`config.mk`:
```
export PLATFORM = sky130hd
export DESIGN_NAME = dot_sprite_reader
export DESIGN_NICKNAME = d
export VERILOG_FILES = /design/src/rtl/dot_sprite_reader.sv
export SDC_FILE = /design/constraint.sdc
export NUM_CORES = 1
export LEC_CHECK = 0
export BUFFER_PORTS_ARGS = -buffer_cell sky130_fd_sc_hd__buf_2
export CAP_MARGIN = 20
export CORE_ASPECT_RATIO = 1.5
export CORE_MARGIN = 4
export CORE_UTILIZATION = 40
export DETAILED_ROUTE_END_ITERATION = 6
export GPL_TIMING_DRIVEN = 0
export SYNTH_ARGS = -nofsm -noshare
export SYNTH_HDL_FRONTEND = slang
export SYNTH_SLANG_ARGS = --single-unit
export TNS_END_PERCENT = 20
```
`constraint.sdc`:
```
create_clock -name clk -period 1.9 [get_ports clk]
set_clock_uncertainty 0.05 [all_clocks]
set_input_delay 0.19 -clock clk [delete_from_list [all_inputs] [get_ports clk]]
set_output_delay 0.19 -clock clk [all_outputs]
set_load 0.005 [all_outputs]
```
`src/rtl/dot_sprite_reader.sv`:
```
// Dot sprite ROM reader: maps the pixel stream onto sprite ROM rows and emits a
// per-pixel "dot on" flag two cycles later. Position updates take effect at frame_start.
module dot_sprite_reader #(
  parameter int COORD_W    = 10,
  parameter int DOT_WIDTH  = 8,
  parameter int DOT_HEIGHT = 8,
  parameter int ADDR_W     = 3
) (
  input  logic                 clk,
  input  logic                 reset,
  input  logic [COORD_W-1:0]   pos_x,
  input  logic [COORD_W-1:0]   pos_y,
  input  logic                 pos_valid,
  output logic                 pos_ready,
  input  logic                 frame_start,
  input  logic [COORD_W-1:0]   pix_x,
  input  logic [COORD_W-1:0]   pix_y,
  input  logic                 pix_valid,
  output logic [ADDR_W-1:0]    rom_addr,
  input  logic [DOT_WIDTH-1:0] rom_data,
  output logic                 out_valid,
  output logic                 out_on
);

  localparam int COL_W = (DOT_WIDTH > 1) ? $clog2(DOT_WIDTH) : 1;

  typedef enum logic [1:0] {HIDDEN, HIDDEN_PEND, SHOWN, SHOWN_PEND} state_t;

  state_t state_reg, state_next;
  logic   accept, commit, visible, pending;

  logic [COORD_W-1:0] act_x_reg, act_y_reg, shd_x_reg, shd_y_reg;

  // FSM: state register
  always_ff @(posedge clk) begin
    if (reset) state_reg <= HIDDEN;
    else       state_reg <= state_next;
  end

  // FSM: next state
  always_comb begin
    state_next = state_reg;
    case (state_reg)
      HIDDEN:      if (accept)      state_next = HIDDEN_PEND;
      SHOWN:       if (accept)      state_next = SHOWN_PEND;
      HIDDEN_PEND: if (frame_start) state_next = SHOWN;
      SHOWN_PEND:  if (frame_start) state_next = SHOWN;
      default:                      state_next = HIDDEN;
    endcase
  end

  // FSM: outputs
  always_comb begin
    pos_ready = 1'b0;
    visible   = 1'b0;
    pending   = 1'b0;
    case (state_reg)
      HIDDEN:      pos_ready = 1'b1;
      SHOWN:       begin pos_ready = 1'b1; visible = 1'b1; end
      HIDDEN_PEND: pending = 1'b1;
      SHOWN_PEND:  begin pending = 1'b1; visible = 1'b1; end
      default:     pos_ready = 1'b0;
    endcase
  end

  assign accept = pos_valid & pos_ready;
  // Accept and commit are exclusive: ready is never high while a position is pending.
  assign commit = pending & frame_start;

  always_ff @(posedge clk) begin
    if (reset) begin
      act_x_reg <= '0;
      act_y_reg <= '0;
      shd_x_reg <= '0;
      shd_y_reg <= '0;
    end else if (accept) begin
      shd_x_reg <= pos_x;
      shd_y_reg <= pos_y;
    end else if (commit) begin
      act_x_reg <= shd_x_reg;
      act_y_reg <= shd_y_reg;
    end
  end

  // Extra bit on the far edges keeps a sprite near the screen edge clipped, not wrapped.
  logic [COORD_W:0]   x_end, y_end;
  logic [COL_W-1:0]   dx;
  logic [ADDR_W-1:0]  dy;
  logic               hit;

  assign x_end = {1'b0, act_x_reg} + (COORD_W + 1)'(DOT_WIDTH);
  assign y_end = {1'b0, act_y_reg} + (COORD_W + 1)'(DOT_HEIGHT);
  assign dx    = pix_x[COL_W-1:0]  - act_x_reg[COL_W-1:0];
  assign dy    = pix_y[ADDR_W-1:0] - act_y_reg[ADDR_W-1:0];
  assign hit   = visible & pix_valid
               & (pix_x >= act_x_reg) & ({1'b0, pix_x} < x_end)
               & (pix_y >= act_y_reg) & ({1'b0, pix_y} < y_end);

  logic [ADDR_W-1:0] rom_addr_reg;
  logic [COL_W-1:0]  col_reg;
  logic              hit_q_reg, v_q_reg, out_valid_reg, out_on_reg;

  always_ff @(posedge clk) begin
    if (reset) begin
      rom_addr_reg  <= '0;
      col_reg       <= '0;
      hit_q_reg     <= 1'b0;
      v_q_reg       <= 1'b0;
      out_valid_reg <= 1'b0;
      out_on_reg    <= 1'b0;
    end else begin
      rom_addr_reg  <= hit ? dy : '0;
      col_reg       <= COL_W'(DOT_WIDTH - 1) - dx;
      hit_q_reg     <= hit;
      v_q_reg       <= pix_valid;
      out_valid_reg <= v_q_reg;
      out_on_reg    <= hit_q_reg & rom_data[col_reg];
    end
  end

  assign rom_addr  = rom_addr_reg;
  assign out_valid = out_valid_reg;
  assign out_on    = out_on_reg;

endmodule

```
==> results.txt <==
----------------------------------------------------
[STA]
  Sum Neg Setup Slack ... -0.495 ns
  Final setup slack of the worst path ... -0.142 ns
  Unrepaired setup endpoints after global routing ... yes
  Final worst-path cycle share ... 107%
  Maximum clock frequency ... a little under 500 MHz
  Worst hold-check slack ... 0.0410 ns
  Number of setup violations in the final report ... 4
  Final hold violation count ... 0
  Slew at the pin closest to its max-slew limit ... approximately 0.59 ns
  Final number of max-transition violations ... 0
  Max_slew headroom ... 60.8%
  Clock period minus worst slack ... 2.04 ns

[Power and ir drop]
  Logic pwr share ... 15.7%
  Power density of the placed cells ... 624 mW/mm^2
  Sequential power share ... 54.0%
  Clock network power share ... 30.4%
  Total internal power ... 1.55 mW
  Worst ir drop on vdd ... around 0.28 mV
  Power dissipated by switching net loads ... around 0.59 mW
  Final Total Pwr ... 2.14 mW
  Switching Fraction ... 27.5%
  Pleak ... 1.37 nW

[Clocking]
  TritonCTS buffer count ... 5
  Hold-fix buffer count after cts ... 0
  Largest buffer count on any clock path ... 2
  Register clock-pin slew on the reported worst setup and hold paths ... 0.10 ns
  Clock Latency Late Sink ... approximately 0.31 ns
  Number of H-tree levels ... 2
  Number of clock sinks ... 52
  Clock Tree Root ... sky130_fd_sc_hd__clkbuf_8
  Clock tree from TritonCTS ... built

[Yosys]
  Most frequently used flop master after synthesis ... sky130_fd_sc_hd__dfxtp_1
  Syn. warnings ... 0
  Number of distinct library cell variants in the gate-level netlist after synthesis ... 38
  Avg Inst Size Synth ... between 8 and 9 um^2
  Netlist area before placement ... roughly 0.0029 mm^2
  Sequential share of the synthesized area ... a little over a third
  EDFF count, synth ... 0
  Post-Syn Nets ... 441
  Cells after synthesis ... 349
  Proportion of synthesized flip-flops having asynchronous set or reset ... 0%
  Flip-flop and latch count after synthesis ... between 50 and 60

[Die]
  Number of placement rows ... 37
  Chip Height ... 112 um
  Area of the placeable core ... 0.00694 mm^2
  Overall die area ... 0.00865 mm^2
  Die extent in x ... between 70 and 80 um
  IO Count ... between 50 and 60
  Effective utilization at floorplan ... 41.5%

[Min path]
  Worst min-delay path category ... in -> reg
  Origin of the worst min-delay path ... reset
  End point of the most critical hold path ... v_q_reg
  Hold Path Stages ... 2

[Setup path]
  Worst reg-to-reg path cell count ... 9
  Type of origin of the critical path ... register
  Classification of the worst setup path ... reg -> reg
  Beginning of the worst register-to-register path ... act_x_reg[6]
  Arrival time of data at the critical path endpoint ... approximately 2.2 ns
  Register-to-register setup slack ... -0.14 ns
  Biggest fanout along the worst timing path ... 4
  Destination of the worst register-to-register timing path ... rom_addr[1]
  Crit path required time ... 2.07 ns
  Type of destination of the critical path ... register

[Placement]
  Placed wire-length estimate ... 5.11 mm
  Port Buffer Count ... a little under 60
  Final weighted congestion in routability-driven placement ... 0.845
  # placed instances ... 485

[Detailed routing]
  Post-route DRC violation count ... 0
  Total length of routed wires ... approximately 6.3 mm
  Via count of the routed design ... roughly 2500
  Routed wire length per instance ... 12.8 um
  Vias per inst ... 5.02
  Post-route ant nets ... 0
  Drt initial violations ... a little under 90
  Pre-antenna DRT Iters ... 4

[Global routing]
  Overall global routing resource usage ... between 15 and 20%
  Wire length of the first global-routing pass ... 11.1 mm
  Number of global-route vias before repair ... 2564
  Antenna violations before repair ... 0
  Overall overflow remaining after global route ... 0
  Largest net degree at the start of global routing ... 18

[Status]
  Failing checks ... negative setup slack
  Status ... complete, but fails checks

[Layout]
  Finished Layout Cells ... 495
  Layout overhead on the synthesized area ... 19.0%
  Antenna diode count ... 0
  Number of nets in the layout ... slightly above 500
  Share of the core filled with cells in the final layout ... between 40% and 50%
  Share of layout cells above drive strength 1 ... 21.8%

[Flow run]
  Max cap viols ... 0

----------------------------------------------------
-- timing repair --
| action | CTS | global route |
|---|---|---|
| gates resized for setup | 9 | 1 |
| pin swaps | 7 | 2 |
| endpoints found under the setup margin | 4 | 4 |
| buffers inserted | 2 | 0 |
-- layer usage --
metal / vias to the layer above / share of wire (%) / GRT usage (%)
li1: 1316 / - / -
met1: 1105 / 44 / 18.2
met2: 55 / 51 / 28.7
met3: 7 / 4.0 / 2.59
met4: 0 / 1.5 / 5.58
met5: - / 0 / 0
-- power by group through the flow --
stage	Clock, mW	Combinational, mW	Sequential (mW)
after CTS	0.677	0.339	1.15
final	0.650	0.335	1.15
after floorplan	0	0.208	1.17
after global placement	0	0.320	1.18
after detailed placement	0	0.327	1.18
after global routing	0.710	0.390	1.16
-- final cells by class --
cell class	instances	area, um^2
Fill cell	723	3520
Sequential cell	52	1060
Timing Repair Buffer	60	305
Inverter	28	105
Clock inverter	2	17.5
Tap cell	78	97.6
Buffer	13	48.8
Clock buffer	6	72.6
Multi-Input combinational cell	256	1720
-- cells by family after synthesis --
kind of cell	share of synthesized area [%]
mux	1.91
flops	36.2
simple gates	20.3
buf+inv	5.35
fa+ha+maj	17.5
compound gates	15.2
xor+xnor	3.65
-- placed cells by master, fill, tap and decap left out, types with 2 or more instances in the layout --
cell                       count
sky130_fd_sc_hd__o21ai_0       3
sky130_fd_sc_hd__dfxtp_1      44
sky130_fd_sc_hd__inv_1        26
sky130_fd_sc_hd__nor4_2        2
sky130_fd_sc_hd__a21oi_2       2
sky130_fd_sc_hd__inv_6         2
sky130_fd_sc_hd__nor3_2        2
sky130_fd_sc_hd__clkbuf_8      5
sky130_fd_sc_hd__inv_2         2
sky130_fd_sc_hd__nor2_1        7
sky130_fd_sc_hd__buf_4         2
sky130_fd_sc_hd__xnor2_1      11
sky130_fd_sc_hd__nand2_1      89
sky130_fd_sc_hd__nor2b_1       6
sky130_fd_sc_hd__nand3b_1      2
sky130_fd_sc_hd__ha_2          2
sky130_fd_sc_hd__o21a_1        5
sky130_fd_sc_hd__buf_2        58
sky130_fd_sc_hd__buf_1         2
sky130_fd_sc_hd__a21oi_1      47
sky130_fd_sc_hd__and3_1        2
sky130_fd_sc_hd__nor3b_1       2
sky130_fd_sc_hd__fa_1          2
sky130_fd_sc_hd__o211ai_1      2
sky130_fd_sc_hd__clkbuf_1     12
sky130_fd_sc_hd__dfxtp_4       2
sky130_fd_sc_hd__ha_1         35
sky130_fd_sc_hd__nand3_1       8
sky130_fd_sc_hd__dfxtp_2       6
sky130_fd_sc_hd__nor4_1        3
sky130_fd_sc_hd__nand4_1       3
sky130_fd_sc_hd__a21o_1        2
sky130_fd_sc_hd__mux4_2        2
-- critical path: stages (launching register included) --
cell,delay (ns)
sky130_fd_sc_hd__dfxtp_2,0.35
sky130_fd_sc_hd__inv_2,0.05
sky130_fd_sc_hd__nor3_2,0.16
sky130_fd_sc_hd__nand3_1,0.11
sky130_fd_sc_hd__xnor2_1,0.14
sky130_fd_sc_hd__ha_1,0.29
sky130_fd_sc_hd__a22o_1,0.22
sky130_fd_sc_hd__nor4_2,0.24
sky130_fd_sc_hd__a21oi_2,0.13
sky130_fd_sc_hd__nor4_2,0.20
-- synth_stat cells (3+ instances only) --
cell / number / area [um^2]
sky130_fd_sc_hd__clkbuf_1: 11 / 41.3
sky130_fd_sc_hd__a21oi_1: 49 / 245
sky130_fd_sc_hd__nor4_1: 5 / 31.3
sky130_fd_sc_hd__dfxtp_1: 52 / 1040
sky130_fd_sc_hd__inv_1: 28 / 105
sky130_fd_sc_hd__nand3_1: 8 / 40.0
sky130_fd_sc_hd__ha_1: 37 / 463
sky130_fd_sc_hd__nor2_1: 7 / 26.3
sky130_fd_sc_hd__xnor2_1: 11 / 96.3
sky130_fd_sc_hd__nor2b_1: 6 / 37.5
sky130_fd_sc_hd__nand4_1: 3 / 18.8
sky130_fd_sc_hd__nand2_1: 89 / 334
sky130_fd_sc_hd__nor3_1: 3 / 15.0
sky130_fd_sc_hd__o21ai_0: 3 / 15.0
sky130_fd_sc_hd__o21a_1: 5 / 37.5
-- how the worst max path moves through the flow --
stage | start | endpoint | slack, ns
after floorplan | act_x_reg[6] | hit_q_reg | -0.003
after global placement | act_x_reg[5] | rom_addr[2] | -0.23
after detailed placement | act_x_reg[6] | rom_addr[1] | -0.22
after CTS | act_x_reg[6] | rom_addr[1] | -0.18
after global routing | act_x_reg[6] | rom_addr[1] | -0.29
final | act_x_reg[6] | rom_addr[1] | -0.14
-- through the flow --
step	cell area, um^2	setup slack, ns
finish	3430	-0.142
floorplan	2900	-0.00266
global placement	3290	-0.230
CTS	3420	-0.185
detailed placement	3290	-0.219
global route	3430	-0.286
(Power assumes the default switching activity.)
